<file path="config.mk">
export PLATFORM = sky130hd
export DESIGN_NAME = uart_frame_scheduler
export DESIGN_NICKNAME = d
export VERILOG_FILES = /design/src/rtl/uart_frame_scheduler.sv
export SDC_FILE = /design/constraint.sdc
export NUM_CORES = 1
export LEC_CHECK = 0
export ABC_AREA = 0
export BUFFER_PORTS_ARGS = -buffer_cell sky130_fd_sc_hd__buf_2
export CORE_MARGIN = 2
export CORE_UTILIZATION = 45
export DETAILED_ROUTE_END_ITERATION = 8
export GPL_TIMING_DRIVEN = 0
export PLACE_DENSITY = 0.69
export SETUP_SLACK_MARGIN = 0.1
export SYNTH_ARGS = -nofsm -noshare
export SYNTH_HDL_FRONTEND = slang
export SYNTH_SLANG_ARGS = --single-unit
</file>
<file path="constraint.sdc">
create_clock -name clk -period 8.1 [get_ports clk]
set_clock_uncertainty 0.15 [all_clocks]
set_input_delay 0.81 -clock clk [delete_from_list [all_inputs] [get_ports clk]]
set_output_delay 0.81 -clock clk [all_outputs]
set_load 0.005 [all_outputs]
</file>
<file path="src/rtl/uart_frame_scheduler.sv">
// uart_frame_scheduler: snapshots game state on frame_tick, packs it into
// five tagged 16-bit words and feeds them byte-wise (high byte first) to a
// UART transmitter over a tx_start/tx_done handshake, with inter-byte gap,
// per-byte timeout and frame-drop reporting.
module uart_frame_scheduler #(
    parameter int unsigned GAP_CYC     = 0,
    parameter int unsigned TIMEOUT_CYC = 100000
) (
    input  logic        clk,
    input  logic        rst,
    input  logic        frame_tick,
    input  logic [11:0] pl1_posx,
    input  logic [11:0] pl1_posy,
    input  logic [11:0] ball_posx,
    input  logic [11:0] ball_posy,
    input  logic [3:0]  pl1_score,
    input  logic [3:0]  pl2_score,
    input  logic        flag_point,
    input  logic        end_game,
    input  logic        game_reset,
    output logic [7:0]  tx_data,
    output logic        tx_start,
    input  logic        tx_done,
    output logic        busy,
    output logic        frame_sent,
    output logic        frame_dropped,
    output logic        tx_error
);

    localparam int unsigned GW = (GAP_CYC > 0) ? $clog2(GAP_CYC + 1) : 1;
    localparam int unsigned TW = (TIMEOUT_CYC > 1) ? $clog2(TIMEOUT_CYC + 1) : 1;
    localparam logic [GW-1:0] GAP_MAX = GW'(GAP_CYC);
    localparam logic [TW-1:0] TO_MAX  = TW'(TIMEOUT_CYC);

    typedef enum logic [3:0] {
        IDLE, LOAD, SEND_HI, WAIT_HI, GAP_HI, SEND_LO, WAIT_LO, GAP_LO, DONE
    } state_t;

    state_t            state_q, state_d;
    logic [4:0][15:0]  snap_q, snap_d;
    logic [2:0]        idx_q, idx_d;
    logic [GW-1:0]     gap_q, gap_d;
    logic [TW-1:0]     to_q, to_d;
    logic [7:0]        tx_data_q, tx_data_d;

    assign tx_data = tx_data_q;

    // State, snapshot, counters and byte register; async active-low reset.
    always_ff @(posedge clk or negedge rst) begin
        if (!rst) begin
            state_q   <= IDLE;
            snap_q    <= '0;
            idx_q     <= '0;
            gap_q     <= '0;
            to_q      <= '0;
            tx_data_q <= '0;
        end else begin
            state_q   <= state_d;
            snap_q    <= snap_d;
            idx_q     <= idx_d;
            gap_q     <= gap_d;
            to_q      <= to_d;
            tx_data_q <= tx_data_d;
        end
    end

    // Next-state, counter updates and handshake/status outputs.
    always_comb begin
        state_d       = state_q;
        snap_d        = snap_q;
        idx_d         = idx_q;
        gap_d         = gap_q;
        to_d          = to_q;
        tx_data_d     = tx_data_q;
        tx_start      = 1'b0;
        frame_sent    = 1'b0;
        tx_error      = 1'b0;
        busy          = (state_q != IDLE);
        frame_dropped = frame_tick && (state_q != IDLE);

        case (state_q)
            IDLE: begin
                if (frame_tick) begin
                    snap_d[0] = {4'h0, 1'b0, game_reset, end_game, flag_point,
                                 pl2_score, pl1_score};
                    snap_d[1] = {4'h3, pl1_posx};
                    snap_d[2] = {4'h4, pl1_posy};
                    snap_d[3] = {4'h5, ball_posx};
                    snap_d[4] = {4'h6, ball_posy};
                    state_d   = LOAD;
                end
            end
            LOAD: begin
                idx_d   = '0;
                state_d = SEND_HI;
            end
            SEND_HI, SEND_LO: begin
                tx_start = 1'b1;
                to_d     = TW'(1);
                state_d  = (state_q == SEND_HI) ? WAIT_HI : WAIT_LO;
            end
            WAIT_HI, WAIT_LO: begin
                // tx_done wins over a simultaneous expiry.
                if (tx_done) begin
                    gap_d = GW'(1);
                    if (GAP_CYC != 0) begin
                        state_d = (state_q == WAIT_HI) ? GAP_HI : GAP_LO;
                    end else if (state_q == WAIT_HI) begin
                        state_d = SEND_LO;
                    end else if (idx_q == 3'd4) begin
                        state_d = DONE;
                    end else begin
                        idx_d   = idx_q + 3'd1;
                        state_d = SEND_HI;
                    end
                end else if (to_q == TO_MAX) begin
                    tx_error = 1'b1;
                    state_d  = IDLE;
                end else begin
                    to_d = to_q + TW'(1);
                end
            end
            GAP_HI, GAP_LO: begin
                if (gap_q != GAP_MAX) begin
                    gap_d = gap_q + GW'(1);
                end else if (state_q == GAP_HI) begin
                    state_d = SEND_LO;
                end else if (idx_q == 3'd4) begin
                    state_d = DONE;
                end else begin
                    idx_d   = idx_q + 3'd1;
                    state_d = SEND_HI;
                end
            end
            DONE: begin
                frame_sent = 1'b1;
                state_d    = IDLE;
            end
            default: state_d = IDLE;
        endcase

        // Byte is registered on entry to a SEND state so it is valid with
        // tx_start and held until the next SEND (and through IDLE).
        if (state_d == SEND_HI) begin
            tx_data_d = snap_d[idx_d][15:8];
        end else if (state_d == SEND_LO) begin
            tx_data_d = snap_d[idx_d][7:0];
        end
    end

endmodule

</file>
Word-level counts from Yosys, hierarchy flattened:

Cells that the tools add are included.

* divide/modulo/power cells: 0
* shift-type cells: 0
* $mul: 0
* bitwise logic cells: 0
* $add $sub $neg: 3
* multiplexer cells: 32
* order comparisons: 1
* equal/unequal tests: 15
* reduce and logical (&&, ||, !) cells: 11

Operator list (number)
* $mux 80: 2
* $bmux 16 s3: 1
* $mux 17: 2
* $pmux 17 s2: 1
* $mux 4: 7
* $eq 4x3->1 const B: 5
* $pmux 4 s5: 1
* $mux 3: 6
* $add 17x1->17 const B: 1
* $eq 17x17->1 const B: 1
* $mux 16: 1
* $mux 8: 2
* $eq 4x2->1 const B: 3
* $pmux 3 s3: 1
* $mux 1: 7
* $ne 2x2->1 const B: 3
* $reduce_bool 2->1: 3
* $reduce_or 2->1: 3
* $eq 4x1->1 const B: 1
* $eq 4x4->1 const B: 1
* $logic_not 4->1: 1
* $lt 3x4->1 const B: 1
* $reduce_bool 4->1: 1
* $add 3x1->3 const B: 1
* 6 further kinds: 6

* logic and storage cells: 72
* input port bits: 63
* latch bits: 0
* bits in read-only memories: 0
* output and inout port bits: 13
* bits in writable memories: 0
* memories: 0
* register bits: 113

Longest topological paths before layout:

Gate-level depths: netlist of run 1.

* depth after elaboration: 9
* mapped depth: 12

Worst setup path after synthesis of run 1:

OpenSTA, ideal clock, no wires.

* kind: register to output
* start point: reg state_q[1]
* end point: out tx_start
* setup slack: 5491 ps
* cell stages (with the launch flop): 7
* data arrival time: 1649 ps
* data required time: 7140 ps
* cells stage by stage: dfrtp_1 buf_6 buf_6 or3_4 a21oi_4 buf_2 buf_1

* word-level cells in the longest chain between the ends: 3
* elaborated cells between the ends (all ways): 4

Ends and longest elaborated chain
* start: declaration: RTL line 39 `state_t state_q, state_d;`
* start signal: assignment: RTL line 58 `state_q <= state_d;`
* $eq 4x2->1 / $eq 4x3->1 (equally long branches): RTL line 81 `case (state_q)`
* $reduce_or 2->1 (*): RTL line 81
* $mux 1 (*): RTL line 81
* end: declaration: RTL line 22 `output logic tx_start,`

Every way passes the cells marked *; elsewhere a longest branch is shown, timed or not.

Worst setup path in the final report of run 1:

Same ends and word-level chain as after synthesis.

==> results.cfg, run 1 <==
[run_status]
status = complete, no violations

[timing]
layout_setup_ws_ns = 4.67
finalCriticalPeriod_ns = 3.43
tightest_slew_ns = 0.599
grt_setup_unrepaired = false
timing.fmax_mhz = 292
final-hold-violation-count = 0
period_share = 0.423
finalSetupTns_ns = 0
slew-limit-headroom = 0.599
drv_slew = 0
setup_violations = 0

[final_layout]
drive_gt1_frac = 0.293
final_common_cell = dfrtp_1
diodes = 0
nets = 707
utilization = 0.557
area_growth_pct = 21.3
mostFrequentLayoutCells = dfrtp_1, nand2_1, buf_2

[yosys]
synthesis.area_um2 = 5770
syn_avg_cell_area_um2 = 10.6
synth_edf_count = 0
ys_types = 78
yosys_register_bits = 113
seq_area_frac_synth = 0.490
synth.top_cell.area_share = 0.490
synth_area_leader_cell = dfrtp_1
synth_nets = 612
async_reset_ff_frac = 1.00
synth_ff_type = dfrtp_1
ys_top_cells_by_area = dfrtp_1, nand2_1, mux2_2, mux2i_1, nor2_1
yosys_warnings = 0
syn_inst = 545

[floorplan]
die-area_um2 = 13800
io_pins = 76
start_util = 0.459
num_rows = 41
fp.dieW_um = 117
coreArea_um2 = 12600
die-height_um = 117

[global_routing]
overflow = 0
grt_max_degree = 64
grt_pass1_wl_mm = 22.1
antenna_found_initial = 0
grt_pass1_vias = 4441
grtUsageTotal = 0.211

[worst_setup_path]
critical_path_cell_count = 7
critical_path_peak_fanout = 10
cp.required_ns = 7.14
startpoint_type = flop
rrSetupSlack_ns = 4.98
worstPathCellList = buf_6 -> buf_6 -> or3_4 -> a21oi_4 -> buf_2 -> buf_1 -> buf_2
cp_num_buf_inv = 5
slowest_stage = dfrtp_1
cp_top_family = buffers and inverters
r2r_cells = 11
slowest_delay_ns = 0.42
cp-end-kind = output port
r2r_start = idx_q[0]
setup.worst_path.end = tx_start
reg2reg_to = tx_data[7]
startpoint = state_q[1]
path_class = flop to output port
cp.arrival_ns = 2.47

[drt]
vias_per_cell = 5.44
drtIter0Drc = 331
antenna_left = 0
wl_per_cell_um = 16.6
wl_mm = 13.7
firstDrtPassIters = 4
drc = 0
vias = 4486

[power]
power_leakage_nw = 3.29
switching_share = 0.366
powerDensity_nw_per_um2 = 409
p_sw_mw = 1.05
seq_power_share = 0.301
p_int_mw = 1.81
ir_drop_mv = 0.197
p_comb_frac = 0.434
clkPwrFrac = 0.265

[place]
dp_hpwl_mm = 9.52
gp_congestion = 0.845
dpl_worst_slack_ns = 4.91
numPortBuffers = 75

[clock_tree]
cts.sinks = 113
numCtsBuffers = 17
tritoncts = done
cts_setup_buffers = 0
hold_buffers = 0
clkTransAtPathRegs_ns = 0.05
cts_root_buffer = clkbuf_16
cts.repair.resized = 0
clock_path_buffers = 2
clock_latency_ns = 0.42
htreeDepth = 4

[job]
drv_cap = 0

[min_path]
hold_class = input port to async pin
cells by family after synthesis:
kind of cell             synth area share
flip-flops                          0.490
AO/OA/AOI/OAI                       0.104
buffers and inverters              0.0576
AND/OR/NAND/NOR                     0.198
multiplexers                        0.123
XOR/XNOR                           0.0197
adder cells (fa/ha/maj)           0.00867
how the worst min path moves through the flow:
| stage | startpoint | endpoint | slack (ns) | cells after the start |
|---|---|---|---|---|
| final | rst | to_q[5] | 0.20 | 1 |
| after global routing | rst | to_q[5] | 0.24 | 1 |
| after CTS | rst | to_q[5] | 0.21 | 1 |
| after detailed placement | snap_q[78] | snap_q[78] | 0.29 | 2 |
| after global placement | snap_q[78] | snap_q[78] | 0.28 | 2 |
| after floorplan | snap_q[78] | snap_q[78] | 0.27 | 2 |
through the flow:
step                cells  hold WS [ns]  area (um^2)  power [mW]
floorplan             545         0.265         5770        1.76
global placement      792         0.277         6360        2.06
detailed placement    793         0.293         6400        2.09
CTS                   824         0.211         7000        2.86
global route          824         0.236         7000        3.03
finish                824         0.197         7000        2.86
power groups by stage:
stage                     Clock, mW  Sequential, mW  Combinational [mW]
after global placement            0           0.859                1.20
after detailed placement          0           0.867                1.22
after global routing          0.790           0.881                1.36
after floorplan                   0           0.840               0.917
after CTS                     0.765           0.860                1.24
final                         0.759           0.860                1.24
flip-flops by register name, summed over array words and instances, names as in the netlist:
name,cells
idx_q,3
gap_q,1
state_q,4
to_q,17
tx_data,8
snap_q,80
layer usage:
metal,up-vias,track usage,routed length [um]
met2,132,0.330,6500
met3,24,0.0587,747
met4,0,0.0761,249
met5,-,0,0
met1,2227,0.284,6170
li1,2103,-,-
layout make-up:
class	instances	area, um^2
plain buffers	34	263
well taps	172	215
multi-input cells	380	2610
flip-flops and latches	113	2830
repair buffers	76	409
clock buffers	21	470
clock inverters	10	134
fillers	1062	5570
inverters	18	70.1
Yosys cell counts (6+ instances only):
master    instances
nand3_1           7
buf_4             7
mux2_2           24
dfrtp_1         113
o21ai_0          13
nand4_1          12
xor2_1            7
mux2i_1          19
nor2b_1           6
nand2_1          90
xnor2_1           6
inv_1            16
mux2_4            6
nand2b_1         10
and2_1           15
mux2_1            6
buf_6             7
nor2_1           38
nor4_1            9
o211ai_1          7
buf_2             9
nor3_1           15
a21oi_1           7
(Power assumes the default switching activity.)
==> run 2: changes to the inputs <==
==> constraint.sdc (replaced) <==
create_clock -name clk -period 3.2 [get_ports clk]
set_clock_uncertainty 0.15 [all_clocks]
set_input_delay 0.32 -clock clk [delete_from_list [all_inputs] [get_ports clk]]
set_output_delay 0.32 -clock clk [all_outputs]
set_load 0.005 [all_outputs]
==> results.cfg, run 2 (synthesis results as in run 1) <==
[run_status]
status = complete, no violations

[final_layout]
drive_gt1_frac = 0.284
area_growth_pct = 27.3
nets = 739
max_flop_register = snap_q
final_common_cell = dfrtp_1
mostFrequentLayoutCells = dfrtp_1, nand2_1, buf_2
diodes = 0
largest_reg_flops = 80
fillCellCount = 1020

[global_routing]
overflow = 0
grtUsageTotal = 0.216
grt_pass1_vias = 4601
grt_max_degree = 64
grt_pass1_wl_mm = 22.6
antenna_found_initial = 0

[timing]
timing.fmax_mhz = 333
drv_slew = 0
slew-limit-headroom = 0.585
grt_setup_unrepaired = false
finalSetupTns_ns = 0
period_share = 0.939
finalCriticalPeriod_ns = 3.01
tightest_slew_ns = 0.621
final-hold-violation-count = 0
hold_ws_ns = 0.00732
setup_violations = 0

[worst_setup_path]
critical_path_peak_fanout = 10
cp_top_family = compound AO/OA/AOI/OAI gates
cp_num_buf_inv = 3
startpoint_type = flop
slowest_stage = dfrtp_2
rrSetupSlack_ns = 0.19
cp.required_ns = 3.34
path_class = flop to flop
cp.arrival_ns = 3.14
cp-end-kind = flop
worstPathCellList = inv_1 -> ha_1 -> a21o_1 -> a311o_1 -> o22ai_4 -> buf_8 -> buf_4 -> mux2i_1 -> nor3_1 -> nor4_2 -> a21oi_1
slowest_delay_ns = 0.42

[clock_tree]
cts_root_buffer = clkbuf_16
numCtsBuffers = 17
htreeDepth = 4
cts.sinks = 113
tritoncts = done
clkTransAtPathRegs_ns = 0.05
clock_latency_ns = 0.41
clock_path_buffers = 2
cts_setup_buffers = 0

[place]
dp_hpwl_mm = 9.52
numPortBuffers = 75
gp_congestion = 0.845

[drt]
drtIter0Drc = 316
drc = 0
vias = 4646
antenna_left = 0
wl_per_cell_um = 16.6
vias_per_cell = 5.43
firstDrtPassIters = 5
wl_mm = 14.2

[floorplan]
start_util = 0.459
num_rows = 41
die-height_um = 117
io_pins = 76
coreArea_um2 = 12600
fp.dieW_um = 117
die-area_um2 = 13800

[power]
powerDensity_nw_per_um2 = 999
power.total_mw = 7.34
ir_drop_mv = 0.504
power_leakage_nw = 3.43

[min_path]
hold_class = input port to flop

[job]
drv_cap = 0
[run 2: cell count changes in the layout (fill, tap and decap cells not counted)]
cell	before	now
dfrtp_2	0	1
o22ai_4	0	1
dlygate4sd3_1	0	32
nor4_1	9	7
buf_8	4	5
dfrtp_1	113	112
o22ai_2	1	0
buf_6	8	7
nor4_2	1	3
[run 2: through the flow]
step                instance area [um^2]   util  std cells  setup WS, ns
floorplan                           5770      -        545         0.644
global route                        7350  0.585        856        0.0912
global placement                    6360  0.506        792         0.228
detailed placement                  6400  0.509        793         0.162
CTS                                 7320  0.583        856         0.132
finish                              7350  0.585        856         0.195
[run 2: worst paths after layout]
path / startpoint / end / cells after the start
max in group asynchronous: rst / idx_q[0] / 3
min in group asynchronous: rst / to_q[5] / 2
worst max register to register: idx_q[0] / tx_data[7] / 11
worst min register to register: snap_q[46] / snap_q[46] / 1
worst min-delay path: end_game / snap_q[9] / 2
worst max-delay path: idx_q[0] / tx_data[7] / 11
[run 2: power breakdown]
part / internal (mW) / switching, mW / total, mW / leakage, nW
Combinational: 1.43 / 1.81 / 3.23 / 1.72
Sequential: 1.94 / 0.238 / 2.18 / 1.41
Clock: 1.27 / 0.649 / 1.92 / 0.295
Total: 4.65 / 2.69 / 7.34 / 3.43
[run 2: metal layers]
layer | track usage | wire length (um) | vias up
met4 | 0.0839 | 280 | 0
met5 | 0 | 0 | -
li1 | - | - | 2163
met2 | 0.344 | 6870 | 151
met1 | 0.283 | 6310 | 2302
met3 | 0.0597 | 729 | 30
[run 2: timing repair]
action                     in CTS  in global routing
hold endpoints to repair       81                  0
setup endpoints to repair       0                  4
resized for setup               0                  5
hold buffers                   32                  0
[run 2: worst reg2reg max path, cell delays in order, from the launching register on]
cell and delay (ns):
dfrtp_2 0.42, inv_1 0.06, ha_1 0.29, a21o_1 0.23
a311o_1 0.40, o22ai_4 0.20, buf_8 0.21, buf_4 0.21
mux2i_1 0.24, nor3_1 0.08, nor4_2 0.28, a21oi_1 0.11
[run 2: area by class of cell]
class	instances	area, um^2	area share
clock inverters	10	134	0.0182
inverters	18	70.1	0.00954
repair buffers	108	729	0.0993
well taps	172	215	0.0293
flip-flops and latches	113	2830	0.385
clock buffers	21	470	0.0640
multi-input cells	380	2630	0.358
plain buffers	34	267	0.0363
==> run 3: changes to the inputs <==
--- a/config.mk
+++ b/config.mk
@@ -5,7 +5,7 @@
 export SDC_FILE = /design/constraint.sdc
 export NUM_CORES = 1
 export LEC_CHECK = 0
-export ABC_AREA = 0
+export ABC_AREA = 1
 export BUFFER_PORTS_ARGS = -buffer_cell sky130_fd_sc_hd__buf_2
 export CORE_MARGIN = 2
 export CORE_UTILIZATION = 45
@@ -13,6 +13,7 @@
 export GPL_TIMING_DRIVEN = 0
 export PLACE_DENSITY = 0.69
 export SETUP_SLACK_MARGIN = 0.1
+export SKIP_CTS_REPAIR_TIMING = 1
 export SYNTH_ARGS = -nofsm -noshare
 export SYNTH_HDL_FRONTEND = slang
 export SYNTH_SLANG_ARGS = --single-unit
==> results.cfg, run 3 <==
[run_status]
status = complete, but fails checks
violations = negative hold slack

[power]
powerDensity_nw_per_um2 = 912
ir_drop_mv = 0.432
power_leakage_nw = 3.76

[timing]
period_share = 0.848
finalCriticalPeriod_ns = 2.72
setup_violations = 0
grt_setup_unrepaired = false
final-hold-violation-count = 3
finalSetupTns_ns = 0
hold_ws_ns = -0.00487
drv_slew = 0
timing.fmax_mhz = 368
tightest_slew_ns = 0.524
slew-limit-headroom = 0.650

[clock_tree]
tritoncts = done
clock_path_buffers = 2
clock_latency_ns = 0.42
cts_root_buffer = clkbuf_16
htreeDepth = 4
numCtsBuffers = 17
cts.sinks = 113
clkTransAtPathRegs_ns = 0.05

[min_path]
holdPathStages = 3
hold_end = snap_q[65]
holdCritStartpoint = ball_posy[1]
hold_class = input port to flop

[final_layout]
diodes = 0
fillCellCount = 1302
mostFrequentLayoutCells = nand2_1, inv_1, dfrtp_1
largest_reg_flops = 80
seqCellArea_um2 = 2830
fin_area_um2 = 7150
area_growth_pct = 19.3
nets = 968
multi_input_area_um2 = 2530
max_flop_register = snap_q
drive_gt1_frac = 0.193
fin_cells = 1089
final_common_cell = nand2_1

[worst_setup_path]
r2r_start = state_q[0]
critical_path_cell_count = 13
cp.arrival_ns = 2.85
r2r_cells = 13
rrSetupSlack_ns = 0.48
cp_num_buf_inv = 4
startpoint_type = flop
cp-end-kind = flop
slowest_delay_ns = 0.44
slowest_stage = dfrtp_1
critical_path_peak_fanout = 10
path_class = flop to flop
reg2reg_to = tx_data[4]
cp_top_family = simple AND/OR/NAND/NOR gates
cp.required_ns = 3.34
worstPathCellList = nor2_1 -> inv_1 -> nor2_4 -> nand2_2 -> inv_2 -> clkbuf_1 -> nor3_1 -> nand2_1 -> nand3_1 -> nand2_2 -> inv_2 -> nand2_1 -> nand3_1

[drt]
drc = 0
firstDrtPassIters = 7
wl_per_cell_um = 14.0
wl_mm = 15.2
drtIter0Drc = 363
antenna_left = 0
vias_per_cell = 4.93
vias = 5371

[floorplan]
num_rows = 42
fp.dieW_um = 119
coreArea_um2 = 13100
die-height_um = 119
start_util = 0.456
die-area_um2 = 14300
io_pins = 76

[global_routing]
grt_use_met2 = 0.362
grt_pass1_vias = 5055
antenna_found_initial = 0
grt.busiest_layer = met2
grtUsageTotal = 0.228
grt_max_degree = 73
grt_pass1_wl_mm = 25.0
overflow = 0
use_met1 = 0.305
grtUsageMet3 = 0.0551

[yosys]
seq_area_frac_synth = 0.472
synth_nets = 872
syn_inst = 805
ys_types = 34
synth_compound_gate_area_share = 0.0762
yosys_warnings = 0
yosys_register_bits = 113
synth_mux_area_frac = 0.00167
synth_top_family_by_area = simple AND/OR/NAND/NOR gates
synth_ff_type = dfrtp_1
synthesis.area_um2 = 5990
synth_xor_area_frac = 0.0117
synth_fa_ha_area_frac = 0.00835
synth_edf_count = 0
ys_top_cells_by_area = dfrtp_1, nand2_1, nand3_1, inv_1, o21ai_0
async_reset_ff_frac = 1.00
ys_top_cells_by_count = nand2_1, inv_1, dfrtp_1
synth.top_cell.area_share = 0.472
syn_avg_cell_area_um2 = 7.45
synth_area_leader_cell = dfrtp_1
synth_most_common_cell = nand2_1
synthSimpleGateAreaFrac = 0.324

[place]
gp_congestion = 0.893
dp_hpwl_mm = 11.1
numPortBuffers = 75
place_inst = 1057
postPlaceCellArea_um2 = 6620

[job]
drv_cap = 0
## run 3: changes by cell type after synthesis, sizes merged, moves of 6 or more
| cell | change |
|---|---|
| mux2 | -36 |
| or2 | +29 |
| and2 | -15 |
| mux2i | -18 |
| nand2 | +117 |
| o21ai | +47 |
| or3 | -6 |
| nor2 | +34 |
| inv | +106 |
| nand2b | -10 |
| nand3 | +94 |
| nor4 | -8 |
| nor2b | -6 |
## run 3: cell type report
| class | count | area share |
|---|---|---|
| flip-flops and latches | 113 | 0.396 |
| multi-input cells | 535 | 0.353 |
| clock buffers | 24 | 0.0674 |
| inverters | 124 | 0.0651 |
| repair buffers | 77 | 0.0586 |
| well taps | 176 | 0.0308 |
| plain buffers | 33 | 0.0243 |
| clock inverters | 7 | 0.00490 |
## run 3: metal layers
layer	vias to the layer above	wire, um
met3	21	742
met4	0	267
met1	2476	7050
li1	2720	-
met2	154	7160
met5	-	0
## run 3: cell families (layout without fill, tap and decap cells)
| family | count (synthesis) | after routing |
|---|---|---|
| compound gates | 84 | 84 |
| fa+ha+maj | 4 | 4 |
| mux | 1 | 1 |
| buf+inv | 157 | 265 |
| flops | 113 | 113 |
| simple gates | 438 | 438 |
| xor+xnor | 8 | 8 |
## run 3: worst register-to-register path, delay by kind of cell, from the launching register on
kind	cells	cell delay, ns
buffers and inverters	4	0.82
DFF	1	0.44
and+or+nand+nor	9	1.18
## run 3: through the flow
| stage | power (mW) | setup slack, ns | util |
|---|---|---|---|
| 2_1_floorplan | 4.06 | 1.16 | - |
| 3_3_place_gp | 4.81 | 0.235 | 0.502 |
| 3_5_place_dp | 4.86 | 0.522 | 0.504 |
| 4_1_cts | 6.55 | 0.470 | 0.543 |
| 5_1_grt | 7.07 | 0.254 | 0.544 |
| 6_report | 6.52 | 0.485 | 0.544 |
## run 3: worst max-delay path by stage
stage	start	to	slack, ns
detailed placement	state_q[0]	tx_data[4]	0.52
CTS	state_q[0]	tx_data[4]	0.47
global placement	rst	snap_q[11]	0.23
finish	state_q[0]	tx_data[4]	0.48
global route	state_q[0]	tx_data[4]	0.25
floorplan	state_q[0]	tx_data[0]	1.16
## run 3: power breakdown
| part | total [mW] | switching, mW | internal (mW) |
|---|---|---|---|
| sequential | 2.03 | 0.151 | 1.88 |
| clock | 1.66 | 0.627 | 1.03 |
| combinational | 2.82 | 1.85 | 0.978 |
| total | 6.52 | 2.62 | 3.89 |
